--- config.mk ---
export PLATFORM = sky130hd
export DESIGN_NAME = ram_alu_seq
export DESIGN_NICKNAME = d
export VERILOG_FILES = /design/src/rtl/ram_alu_pkg.sv /design/src/rtl/seq_alu.sv /design/src/rtl/ram_alu_seq.sv
export SDC_FILE = /design/constraint.sdc
export NUM_CORES = 1
export LEC_CHECK = 0
export BUFFER_PORTS_ARGS = -buffer_cell sky130_fd_sc_hd__buf_4
export CORE_MARGIN = 5
export CORE_UTILIZATION = 45
export DETAILED_ROUTE_END_ITERATION = 8
export GPL_ROUTABILITY_DRIVEN = 0
export GPL_TIMING_DRIVEN = 1
export MAX_ROUTING_LAYER = met4
export PLACE_DENSITY_LB_ADDON = 0.3
export SLEW_MARGIN = 10
export SYNTH_ARGS = -nofsm -noshare
export SYNTH_HDL_FRONTEND = slang
export SYNTH_HIERARCHICAL = 1
export SYNTH_SLANG_ARGS = --single-unit
--- constraint.sdc ---
create_clock -name clk -period 4.1 [get_ports clk]
set_input_delay 0.41 -clock clk [delete_from_list [all_inputs] [get_ports clk]]
set_output_delay 0.41 -clock clk [all_outputs]
set_load 0.03 [all_outputs]
--- src/rtl/ram_alu_pkg.sv ---
// Shared definitions for the RAM-driven ALU sequencer: default widths,
// ALU op encodings and the FSM state encoding.
package ram_alu_pkg;

  localparam int DW_DEF = 32;
  localparam int AW_DEF = 6;

  localparam logic [2:0] OP_ADD = 3'd0;
  localparam logic [2:0] OP_SUB = 3'd1;
  localparam logic [2:0] OP_AND = 3'd2;
  localparam logic [2:0] OP_OR  = 3'd3;
  localparam logic [2:0] OP_XOR = 3'd4;
  localparam logic [2:0] OP_SLT = 3'd5;

  typedef enum logic [2:0] {
    S_IDLE = 3'd0,
    S_RD0  = 3'd1,
    S_RD1  = 3'd2,
    S_LOAD = 3'd3,
    S_EXEC = 3'd4,
    S_DONE = 3'd5
  } state_t;

endpackage

--- src/rtl/seq_alu.sv ---
// Combinational ALU for the sequencer: result plus signed overflow flag,
// where the flag is only meaningful for ADD and SUB and is 0 otherwise.
module seq_alu
  import ram_alu_pkg::*;
#(
  parameter int DW = DW_DEF
) (
  input  logic [2:0]    i_op,
  input  logic [DW-1:0] i_a,
  input  logic [DW-1:0] i_b,
  output logic [DW-1:0] o_result,
  output logic          o_ovf
);

  logic [DW-1:0] w_sum;
  logic [DW-1:0] w_diff;
  logic          w_addOvf;
  logic          w_subOvf;

  assign w_sum    = i_a + i_b;
  assign w_diff   = i_a - i_b;
  assign w_addOvf = (i_a[DW-1] == i_b[DW-1]) && (w_sum[DW-1] != i_a[DW-1]);
  assign w_subOvf = (i_a[DW-1] != i_b[DW-1]) && (w_diff[DW-1] != i_a[DW-1]);

  // Ops 6 and 7 both pass operand b through unchanged.
  always_comb begin
    o_result = i_b;
    o_ovf    = 1'b0;
    case (i_op)
      OP_ADD: begin
        o_result = w_sum;
        o_ovf    = w_addOvf;
      end
      OP_SUB: begin
        o_result = w_diff;
        o_ovf    = w_subOvf;
      end
      OP_AND:  o_result = i_a & i_b;
      OP_OR:   o_result = i_a | i_b;
      OP_XOR:  o_result = i_a ^ i_b;
      OP_SLT:  o_result = {{(DW-1){1'b0}}, ($signed(i_a) < $signed(i_b))};
      default: o_result = i_b;
    endcase
  end

endmodule

--- src/rtl/ram_alu_seq.sv ---
// Reads two seed words from an external synchronous RAM, then writes a
// recurrence of len results (a<=b, b<=f(a,b)) to the words after the seeds.
module ram_alu_seq
  import ram_alu_pkg::*;
#(
  parameter int DW = DW_DEF,
  parameter int AW = AW_DEF
) (
  input  logic          clk,
  input  logic          rst_n,
  input  logic          start,
  input  logic [2:0]    op,
  input  logic [AW-1:0] base,
  input  logic [AW-1:0] len,
  output logic [AW-1:0] mem_addr,
  input  logic [DW-1:0] mem_rdata,
  output logic          mem_we,
  output logic [DW-1:0] mem_wdata,
  output logic [DW-1:0] oa,
  output logic [DW-1:0] ob,
  output logic [DW-1:0] oc,
  output logic          busy,
  output logic          done,
  output logic          ovf
);

  state_t        r_state;
  state_t        w_next;
  logic [DW-1:0] r_a;
  logic [DW-1:0] r_b;
  logic [AW-1:0] r_k;
  logic [2:0]    r_op;
  logic [AW-1:0] r_base;
  logic [AW-1:0] r_len;
  logic          r_ovf;

  logic [DW-1:0] w_result;
  logic          w_aluOvf;
  logic [AW-1:0] w_execAddr;
  logic          w_lastStep;

  seq_alu #(.DW(DW)) u_alu (
    .i_op     (r_op),
    .i_a      (r_a),
    .i_b      (r_b),
    .o_result (w_result),
    .o_ovf    (w_aluOvf)
  );

  assign w_execAddr = r_base + AW'(2) + r_k;
  assign w_lastStep = (r_k == r_len - AW'(1));

  always_ff @(posedge clk or posedge rst_n) begin
    if (rst_n) begin
      r_state <= S_IDLE;
    end else begin
      r_state <= w_next;
    end
  end

  // Memory outputs are decoded from the state so an async reset drops mem_we at once.
  always_comb begin
    w_next    = r_state;
    mem_addr  = '0;
    mem_we    = 1'b0;
    mem_wdata = '0;
    case (r_state)
      S_IDLE: if (start) w_next = S_RD0;
      S_RD0: begin
        mem_addr = r_base;
        w_next   = S_RD1;
      end
      S_RD1: begin
        mem_addr = r_base + AW'(1);
        w_next   = S_LOAD;
      end
      S_LOAD: w_next = (r_len != '0) ? S_EXEC : S_DONE;
      S_EXEC: begin
        mem_we    = 1'b1;
        mem_addr  = w_execAddr;
        mem_wdata = w_result;
        if (w_lastStep) w_next = S_DONE;
      end
      S_DONE:  w_next = S_IDLE;
      default: w_next = S_IDLE;
    endcase
  end

  always_ff @(posedge clk or posedge rst_n) begin
    if (rst_n) begin
      r_a    <= '0;
      r_b    <= '0;
      r_k    <= '0;
      r_op   <= '0;
      r_base <= '0;
      r_len  <= '0;
      r_ovf  <= 1'b0;
    end else begin
      case (r_state)
        S_IDLE: begin
          if (start) begin
            r_op   <= op;
            r_base <= base;
            r_len  <= len;
            r_k    <= '0;
            r_ovf  <= 1'b0;
          end
        end
        S_RD1:  r_a <= mem_rdata;
        S_LOAD: r_b <= mem_rdata;
        S_EXEC: begin
          r_a <= r_b;
          r_b <= w_result;
          r_k <= r_k + AW'(1);
          if (w_aluOvf) r_ovf <= 1'b1;
        end
        default: ;
      endcase
    end
  end

  assign oa   = r_a;
  assign ob   = r_b;
  assign oc   = w_result;
  assign busy = (r_state != S_IDLE);
  assign done = (r_state == S_DONE);
  assign ovf  = r_ovf;

endmodule

==> results by group, run 1 <==
Floorplanning
  – Die Wd: 160 microns
  – Die ar.: 25700 sq um
  – Starting Density: between 40% and 50%
  – Die height: 160 microns
  – FP Rows: 55
  – Core area: ~22000 sq um
  – I/O Pins: 188

Layout
  – Nets@finish: 1704
  – Area growth, synth to finish: 29.2%
  – Fraction of layout cells with a size suffix above 1: 26.9%
  – Final non-filler cell total: 1827
  – N_diodes: 0

GRT
  – GRT overflow: 0
  – Largest net degree at the start of global routing: 51
  – Antenna violations before repair: 0
  – Global-route wire length before repair: approximately 55 mm
  – Vias in the first global route: slightly above 10000
  – GRT Overall Usage: a little over a quarter

Routing
  – Routed wire per std cell: 18.8 microns
  – 1st-pass router iterations: 5
  – Via density per instance: 5.94
  – DRT iter0 DRCs: 1104
  – Final WL: 34.4 mm
  – Vias after detailed routing: 10844
  – Drt drc: 0
  – Post-DRT Antenna Nets: 0

Yosys
  – EDFF count, synth: 0
  – Register area share after synthesis: about 22%
  – Avg Synthesized Cell Area: 7.60 sq um
  – Yosys Warn Count: 6
  – Seq cells post-synth: 89
  – Predominant post-synthesis flop cell: dfrtp_1
  – Mapped Area: 10200 sq um
  – Library cells used by synthesis: 84
  – Top cell type's share of synthesized area: between 20% and 30%
  – Async SR Flop Fraction: 100%
  – Largest cells by area after synthesis: dfrtp_1 (22%), ha_1 (14%), a21oi_1 (6.9%)
  – Gate Count Post-Synth: roughly 1300
  – Leading area contributor after synthesis: dfrtp_1
  – Syn Nets: 1504

Worst setup path
  – CP Class: reg2out
  – CP arrival: around 3.9 ns
  – CP Max Fanout: 3
  – Critical path launch point: oa[0]
  – Worst R2R Path Depth: 15
  – Worst reg2reg startpoint: oa[0]
  – CP required: 3.69 ns
  – CP startpoint kind: flip-flop
  – Endpoint class of the critical path: output port

STA
  – Skew final: 0.00990 ns
  – Slew Viols, Final: 0
  – Final Hold Vio Count: 0
  – Fmax: 230 MHz
  – Final worst-path cycle share: 106%
  – Worst Tran Pin Value: 0.868 ns
  – Max transition margin: 42.1%
  – RSZ-0062 raised after global routing: true
  – Tmin final: 4.34 ns
  – Hold_ws: 0.0633 ns
  – Final setup viols: 13
  – Worst setup slack after layout: -0.243 ns

Job
  – Max Cap Viol: 0

Placement
  – Dpl cells: around 1800
  – Post-detail-place hpwl: 25.0 mm
  – IO buf count: roughly 190

CTS
  – Worst-path clk slew: 0.07 ns
  – Max H-tree Level: 3
  – Root Buffer: clkbuf_16
  – Worst-Skew Late Latency: 0.36 ns
  – Clk buf depth: 2
  – CTS tree: yes
  – Post-CTS Hold Buffers: 0
  – CTS Buf Count: 9
  – # clock sinks: 89

Status
  – Failing checks: negative setup slack
  – Status: complete, but fails checks

Worst hold path
  – HP Class: in2async
synthesized netlist by cell type (11+ instances only):
master and count:
nor3_1 20, buf_2 17, xor2_1 11, nor2_1 96
nor2b_1 13, mux2i_1 38, inv_1 108, nand3_1 20
ha_1 114, o211ai_1 16, a22oi_1 39, o22ai_1 12
o21ai_0 60, a21o_1 15, nand2_1 165, clkbuf_1 57
dfrtp_1 89, and3_1 38, o31ai_1 12, a21oi_1 140
xnor2_1 31, nor4_1 12, o21bai_1 45, a211oi_1 13
area by class of cell:
| cell class | count | area, sq um |
|---|---|---|
| Tap cell | 285 | 357 |
| Fill cell | 2053 | 9310 |
| Multi-Input combinational cell | 1048 | 7650 |
| Inverter | 111 | 418 |
| Timing Repair Buffer | 278 | 2130 |
| Sequential cell | 89 | 2240 |
| Clock inverter | 5 | 86.3 |
| Clock buffer | 11 | 243 |
critical path, stage by stage, from the launching register on:
cell	delay, ns
dfrtp_1	0.38
inv_1	0.08
ha_2	0.21
fa_2	0.39
o21bai_4	0.13
a21oi_2	0.08
o31ai_2	0.22
nand4_1	0.26
a311o_1	0.46
a2111oi_4	0.44
o22ai_1	0.14
xnor2_1	0.15
o22ai_1	0.15
o21a_2	0.17
and3_2	0.19
buf_6	0.13
path summary, 6_finish.rpt:
path                                 endpoint  slack, ns
worst max-delay path            mem_wdata[18]      -0.24
worst min-delay path                    oa[6]       0.06
worst max register to register         ob[30]       0.36
worst min register to register            ovf       0.52
max in group asynchronous              ob[19]       3.18
min in group clk                     r_len[4]       0.23
cells in the final DEF, fill, tap and decap left out, types with 11 or more instances in the layout:
cell	Yosys	final
nor2b_1	13	12
xor2_1	11	11
dfrtp_1	89	76
ha_1	114	98
nor3_1	20	18
a22oi_1	39	39
o211ai_1	16	16
dfrtp_2	0	13
mux2i_1	38	37
nor2_1	96	92
nand2_1	165	165
xnor2_1	31	31
o21ai_0	60	54
and3_1	38	30
o21bai_1	45	42
nand3_1	20	19
inv_1	108	105
a21o_1	15	15
a21oi_1	140	130
buf_6	4	12
buf_4	3	266
cells by family after synthesis:
family          share of synthesized area [%]
mux                                      4.19
fa+ha+maj                                14.6
xor+xnor                                 3.62
flops                                    21.9
simple gates                             18.6
compound gates                           29.0
buf+inv                                  8.00
timing repair:
item                                    CTS  global route
pin swaps                                20            33
cloned                                    0             0
buffers inserted                          9            19
endpoints found under the setup margin   21            37
resized for setup                        43            79
per-stage QoR:
stage | TNS, ns | worst slack (ns) | cell area (sq um) | util (%)
final | -1.50 | -0.243 | 13100 | 58.5
after global routing | -4.50 | -0.414 | 13100 | 58.5
after CTS | -1.26 | -0.186 | 12600 | 56.3
after detailed placement | 0 | 0.0250 | 12000 | 53.6
after global placement | 0 | 0.0821 | 12000 | 53.6
after floorplan | -0.144 | -0.144 | 10200 | -
sequential cells by signal (all words and copies together) (netlist names):
name     flops
r_k          6
r_op         3
oa          32
r_base       6
ovf          1
r_state      3
ob          32
r_len        6
metal layers:
layer / track usage [%] / vias to the layer above / share of wire, %
li1: - / 5140 / -
met3: 4.54 / 89 / 6.5
met1: 33.7 / 5142 / 44
met5: - / - / 0
met4: 7.27 / 0 / 2.5
met2: 42.4 / 473 / 47
Power of run 1 is left out: the tool's default activity adds up to more than one toggle a clock period on the data nets, which glitch-free logic cannot reach.
==> inputs of run 2 (changes only) <==
--- a/config.mk
+++ b/config.mk
@@ -5,6 +5,7 @@
 export SDC_FILE = /design/constraint.sdc
 export NUM_CORES = 1
 export LEC_CHECK = 0
+export ABC_AREA = 1
 export BUFFER_PORTS_ARGS = -buffer_cell sky130_fd_sc_hd__buf_4
 export CORE_MARGIN = 5
 export CORE_UTILIZATION = 45
@@ -13,6 +14,7 @@
 export GPL_TIMING_DRIVEN = 1
 export MAX_ROUTING_LAYER = met4
 export PLACE_DENSITY_LB_ADDON = 0.3
+export RECOVER_POWER = 25
 export SLEW_MARGIN = 10
 export SYNTH_ARGS = -nofsm -noshare
 export SYNTH_HDL_FRONTEND = slang
==> run 2 against run 1 <==
  * The run ends with max-capacitance violations, max-slew violations left
  * Register-to-register slack gained 0.65 ns
  * Non-clock buffer count shrank 79
  * Die area grew 14%
  * Count of clock-buffer cells in the layout shrank 2
  * Critical path depth shrank 2
  * Setup slack gained 0.52 ns
  * Maximum frequency grew 14%
  * Final cell count grew 33%
  * Sequential share of layout area shrank 0.38 points
  * Final area grew 1.5%
  * Synthesized area grew 15%
  * Critical path type unchanged
  * Largest cell class unchanged
==> results by group, run 2 <==
Floorplanning
  – I/O Pins: 188 (unchanged)
  – Core area: 25300 sq um (+13%)
  – Die height: 171 microns (+6.6%)
  – Starting Density: 46.0% (+0.67 points)
  – FP Rows: 58 (+5.5%)
  – Die ar.: 29200 sq um (+14%)
  – Die Wd: 171 microns (+6.6%)

GRT
  – Routing usage on met2: 44.3% (+1.8 points)
  – Global-route wire length before repair: 68.0 mm (+25%)
  – GRT overflow: 0 (unchanged)
  – Gr busiest metal: met2
  – Largest net degree at the start of global routing: 76 (+49%)
  – Grt met3 use: 7.19% (+2.6 points)
  – Antenna violations before repair: 0 (unchanged)
  – M1 GR Usage: 41.1% (+7.4 points)
  – GRT Overall Usage: 30.1% (+3.9 points)
  – Vias in the first global route: 12481 (+21%)

Yosys
  – Most common cell in the synthesized netlist: nand2_1
  – Seq cells post-synth: 89 (unchanged)
  – Gate Count Post-Synth: 1966 (+47%)
  – EDFF count, synth: 0 (unchanged)
  – Library cells used by synthesis: 45 (-46%)
  – Async SR Flop Fraction: 100% (unchanged)
  – Predominant post-synthesis flop cell: dfrtp_1
  – Yosys Warn Count: 6 (unchanged)
  – Largest cells by area after synthesis: nand2_1 (20%), dfrtp_1 (19%), inv_1 (13%)
  – Avg Synthesized Cell Area: 5.92 sq um (-22%)
  – Leading area contributor after synthesis: nand2_1
  – Mapped Area: 11600 sq um (+15%)
  – Register area share after synthesis: 19.1% (-2.8 points)
  – Syn Nets: 2133 (+42%)
  – Top cell type's share of synthesized area: 19.7% (-2.2 points)
  – Synth top cells by count: nand2_1 (612), inv_1 (403), nor2_1 (142)

STA
  – Max transition margin: -72.4% (-110 points)
  – Skew final: 0.0106 ns (+0.000747 ns)
  – Final Hold Vio Count: 0 (unchanged)
  – Final setup viols: 0 (-13)
  – Tmin final: 3.82 ns (-0.520 ns)
  – RSZ-0062 raised after global routing: false
  – Fmax: 262 MHz (+14%)
  – Final worst-path cycle share: 93.2% (-13 points)
  – Worst Tran Pin Value: 2.57 ns (+1.70 ns)
  – Slew Viols, Final: 54 (+54)
  – Setup TNS: 0 ns (+1.50 ns)

Layout
  – Most frequent cells in the layout: nand2_1 (612), inv_1 (402), buf_4 (170)
  – N_diodes: 0 (unchanged)
  – Commonest non-fill, non-tap cell in the layout: nand2_1
  – Nets@finish: 2269 (+33%)
  – Area growth, synth to finish: 14.5%
  – Filler instances: 2541 (+24%)
  – Fraction of layout cells with a size suffix above 1: 11.2% (-16 points)
  – Fin area: 13300 sq um (+1.5%)

CTS
  – # clock sinks: 89 (unchanged)
  – CTS tree: yes
  – Max H-tree Level: 3 (unchanged)
  – CTS Buf Count: 9 (unchanged)
  – Root Buffer: clkbuf_16
  – Post-CTS Hold Buffers: 0 (unchanged)
  – Worst-path clk slew: 0.08 ns (about the same)
  – Worst-Skew Late Latency: 0.36 ns (about the same)
  – Clk buf depth: 2 (unchanged)
  – Number of setup buffers added after CTS: 0 (-9)
  – CTS resizes: 0 (-100%)

Routing
  – Post-DRT Antenna Nets: 0 (unchanged)
  – Drt drc: 0 (unchanged)
  – 1st-pass router iterations: 7 (+2)
  – Routed wire per std cell: 17.7 microns (-5.8%)
  – DRT iter0 DRCs: 1675 (+52%)
  – Final WL: 43.2 mm (+26%)
  – Via density per instance: 5.50 (-7.3%)
  – Vias after detailed routing: 13410 (+24%)

Placement
  – IO buf count: 187 (unchanged)
  – Post-detail-place hpwl: 35.0 mm (+40%)
  – Placed cell area: 13100 sq um (+9.2%)

Status
  – Failing checks: max-capacitance violations, max-slew violations
  – Status: complete, but fails checks

Worst setup path
  – CP Class: reg2out
  – Endpoint class of the critical path: output port
  – Critical path launch point: ob[7]
  – CP arrival: 3.41 ns (-0.52 ns)
  – CP required: 3.69 ns (about the same)
  – Worst reg2reg startpoint: ob[7]
  – CP startpoint kind: flip-flop
  – CP Max Fanout: 8 (+5)

Job
  – Max Cap Viol: 1 (+1)

Worst hold path
  – HP Class: in2reg
  – HP Start: base[5]
==> run 2: cell count changes in the layout (fill, tap and decap cells not counted), moves of 38 or more <==
cell      change
nand2_1     +447
inv_1       +297
nand3_1     +118
buf_4        -96
nor2_1       +49
o21bai_1     -38
==> run 2: path summary, 6_finish.rpt <==
| path | to | slack, ns | cells after the start |
|---|---|---|---|
| setup / recovery | mem_wdata[8] | 0.28 | 13 |
| hold / removal | r_base[5] | 0.25 | 3 |
| setup reg to reg | ob[8] | 1.01 | 13 |
| max in group asynchronous | ob[9] | 1.92 | 3 |
| hold reg to reg | r_k[5] | 0.55 | 1 |
| min in group asynchronous | ob[30] | 0.77 | 2 |
==> run 2: final cells by class <==
cell class	instances	area [sq um]	share of cell area [%]
Clock buffer	9	225	1.69
Clock inverter	7	70.1	0.526
Inverter	412	1550	11.6
Multi-Input combinational cell	1391	7440	55.8
Sequential cell	89	2230	16.7
Tap cell	330	413	3.10
Timing Repair Buffer	199	1410	10.5
==> run 2: layer usage <==
metal  wire (microns)  up-vias
met5                0        -
met4             1280        0
met3             5020      102
met2            18600      712
met1            18400     6143
li1                 -     6453
==> run 2: stage by stage <==
stage | utilization, % | setup slack, ns | hold WS, ns | std cells
2_1_floorplan | - | 0.796 | 0.498 | 1966
3_3_place_gp | 51.9 | 0.861 | 0.527 | 2421
3_5_place_dp | 51.9 | 0.781 | 0.532 | 2421
4_1_cts | 53.0 | 0.363 | 0.240 | 2437
5_1_grt | 52.6 | 0.0294 | 0.255 | 2437
6_report | 52.6 | 0.278 | 0.246 | 2437
==> run 2: kinds of logic after synthesis <==
kind of cell | Yosys count | synth area share [%]
and+or+nand+nor | 971 | 34.9
buffers and inverters | 486 | 17.0
AOI/OAI and AO/OA | 294 | 15.5
adders and majority gates | 117 | 12.8
DFF | 89 | 19.1
xor gates and xnor gates | 9 | 0.677
==> run 2: critical path, stage by stage, from the launching register on <==
cell and delay [ns]:
dfrtp_1 0.52, inv_1 0.13, ha_1 0.48, nand2_1 0.19, nor2_1 0.23, nand2_1 0.08, nand2_1 0.18, inv_1 0.09
o22ai_1 0.20, a21oi_1 0.10, a21oi_1 0.26, inv_1 0.07, nor2_1 0.28, buf_4 0.23
Power of run 2 is left out for the same reason.
==> inputs of run 3 (changes only) <==
--- a/config.mk
+++ b/config.mk
@@ -7,8 +7,10 @@
 export LEC_CHECK = 0
 export ABC_AREA = 1
 export BUFFER_PORTS_ARGS = -buffer_cell sky130_fd_sc_hd__buf_4
+export CELL_PAD_IN_SITES_DETAIL_PLACEMENT = 1
+export CELL_PAD_IN_SITES_GLOBAL_PLACEMENT = 1
 export CORE_MARGIN = 5
-export CORE_UTILIZATION = 45
+export CORE_UTILIZATION = 40
 export DETAILED_ROUTE_END_ITERATION = 8
 export GPL_ROUTABILITY_DRIVEN = 0
 export GPL_TIMING_DRIVEN = 1
==> run 3 against run 2 <==
  * The run still ends with max-capacitance violations, max-slew violations left
  * Critical path depth increased by 1
  * Final cell count increased by 2.3%
  * Register-to-register slack got worse by 0.23 ns
  * Clock skew increased by 0.0020 ns
  * Global-route usage increased by 1.1 points
  * Setup slack got worse by 0.15 ns
==> results by group, run 3 (same netlist as run 2, synthesis figures left out) <==
Status
  – Status: complete, but fails checks
  – Failing checks: max-capacitance violations, max-slew violations

CTS
  – Worst-Skew Late Latency: 0.37 ns (about the same)
  – Number of setup buffers added after CTS: 0 (unchanged)
  – Clk buf depth: 2 (unchanged)
  – Worst-path clk slew: 0.08 ns (about the same)
  – Root Buffer: clkbuf_16
  – CTS Buf Count: 9 (unchanged)
  – CTS tree: yes
  – Max H-tree Level: 3 (unchanged)
  – # clock sinks: 89 (unchanged)

Floorplanning
  – Die ar.: 32600 sq um (+12%)
  – I/O Pins: 188 (unchanged)
  – FP Rows: 62 (+6.9%)
  – Core area: 28700 sq um (+13%)
  – Die height: 181 microns (+5.7%)
  – Starting Density: 40.6% (-5.4 points)
  – Die Wd: 181 microns (+5.7%)

Layout
  – Most frequent cells in the layout: nand2_1 (612), inv_1 (402), buf_4 (197)
  – Commonest non-fill, non-tap cell in the layout: nand2_1
  – N_diodes: 0 (unchanged)
  – Fraction of layout cells with a size suffix above 1: 12.6% (+1.4 points)
  – Nets@finish: 2271 (+0.088%)
  – Filler instances: 4058 (+60%)
  – Area growth, synth to finish: 16.0%

GRT
  – Global-route wire length before repair: 78.9 mm (+16%)
  – GRT overflow: 0 (unchanged)
  – Antenna violations before repair: 0 (unchanged)
  – Vias in the first global route: 13858 (+11%)
  – Largest net degree at the start of global routing: 91 (+20%)
  – GRT Overall Usage: 31.2% (+1.1 points)

Worst setup path
  – Critical-path cell list: inv_1, ha_1, nand2_1, nor2_2, nand2_1, nor3_1, nand2_1, nand3_1, nand2_1, nand3_1, nand4_1, inv_1, nor2_1, buf_4
  – Reg2reg setup slack: 0.78 ns (-0.23 ns)
  – CP Class: reg2out
  – Slowest-stage cell, CP: dfrtp_1
  – Critical path launch point: ob[8]
  – CP startpoint kind: flip-flop
  – Endpoint class of the critical path: output port
  – CP required: 3.69 ns (about the same)
  – Worst reg2reg startpoint: ob[8]
  – CP arrival: 3.56 ns (+0.15 ns)
  – CP Max Fanout: 7 (-1)
  – Critical Path Most Common Cell: nand2_1
  – Reg2reg end: ob[24]
  – Worst R2R Path Depth: 15 (+2)
  – Worst path max stage delay: 0.51 ns (about the same)
  – CP endpoint: mem_wdata[24]

Routing
  – Routed wire per std cell: 20.4 microns (+15%)
  – Via density per instance: 5.49 (-0.25%)
  – Post-DRT Antenna Nets: 0 (unchanged)
  – Drt drc: 0 (unchanged)
  – Final WL: 51.0 mm (+18%)
  – Vias after detailed routing: 13684 (+2.0%)
  – 1st-pass router iterations: 5 (-2)
  – DRT iter0 DRCs: 1023 (-39%)

STA
  – Max transition margin: -43.0% (+29 points)
  – Fmax: 252 MHz (-3.8%)
  – Slew Viols, Final: 68 (+26%)
  – Final worst-path cycle share: 96.9% (+3.7 points)
  – Worst Tran Pin Value: 2.13 ns (-0.439 ns)
  – Final Hold Vio Count: 0 (unchanged)
  – Setup TNS: 0 ns (unchanged)
  – Tmin final: 3.97 ns (+0.151 ns)
  – Final setup viols: 0 (unchanged)
  – Skew final: 0.0127 ns (+0.00202 ns)
  – RSZ-0062 raised after global routing: false

Placement
  – IO buf count: 187 (unchanged)
  – Post-detail-place hpwl: 41.6 mm (+19%)

Job
  – Max Cap Viol: 2 (+1)

Worst hold path
  – HP Class: in2reg
run 3: per-layer routing:
| metal | track usage (%) | routed length, microns | up-vias |
|---|---|---|---|
| met2 | 48.6 | 22900 | 471 |
| met4 | 8.53 | 1450 | 0 |
| met1 | 42.4 | 23000 | 6697 |
| met3 | 4.72 | 3620 | 81 |
| li1 | - | - | 6435 |
| met5 | - | 0 | - |
run 3: stage by stage:
stage,hold WS [ns],utilization (%),std cells,setup slack (ns),area (sq um)
4_1_cts,0.206,47.1,2493,0.126,13500
5_1_grt,0.256,47.1,2493,0.00801,13500
6_report,0.257,47.1,2493,0.126,13500
2_1_floorplan,0.498,-,1966,0.796,11600
3_5_place_dp,0.540,46.0,2477,0.529,13200
3_3_place_gp,0.549,46.0,2477,0.560,13200
run 3: worst min-delay path by stage:
| stage | to | startpoint | depth (start not counted) | slack (ns) |
|---|---|---|---|---|
| 2_1_floorplan | r_k[5] | r_k[5] | 1 | 0.50 |
| 3_3_place_gp | ovf | ovf | 1 | 0.55 |
| 3_5_place_dp | ovf | ovf | 1 | 0.54 |
| 4_1_cts | ob[24] | rst_n | 2 | 0.21 |
| 5_1_grt | r_len[1] | len[1] | 3 | 0.26 |
| 6_report | r_len[1] | len[1] | 3 | 0.26 |
run 3: repair_timing:
action | CTS | global route
hold buffers | 0 | 0
resized for setup | 0 | 3
endpoints found under the setup margin | 0 | 4
run 3: critical path, delay by kind of cell (launching register included):
family / cells / cell delay (ns)
buf+inv: 3 / 0.45
flops: 1 / 0.51
fa+ha+maj: 1 / 0.45
simple gates: 10 / 1.76
run 3: area by class of cell:
type                       instances  area, sq um  area share (%)
timing repair buffer             201         1510            11.2
clock inverter                     6         61.3           0.454
multi-input combinational       1391         7450            55.1
sequential                        89         2230            16.5
inverter                         412         1550            11.5
clock buffer                      10          229            1.70
tap                              384          480            3.56
Power of run 3 is left out for the same reason.
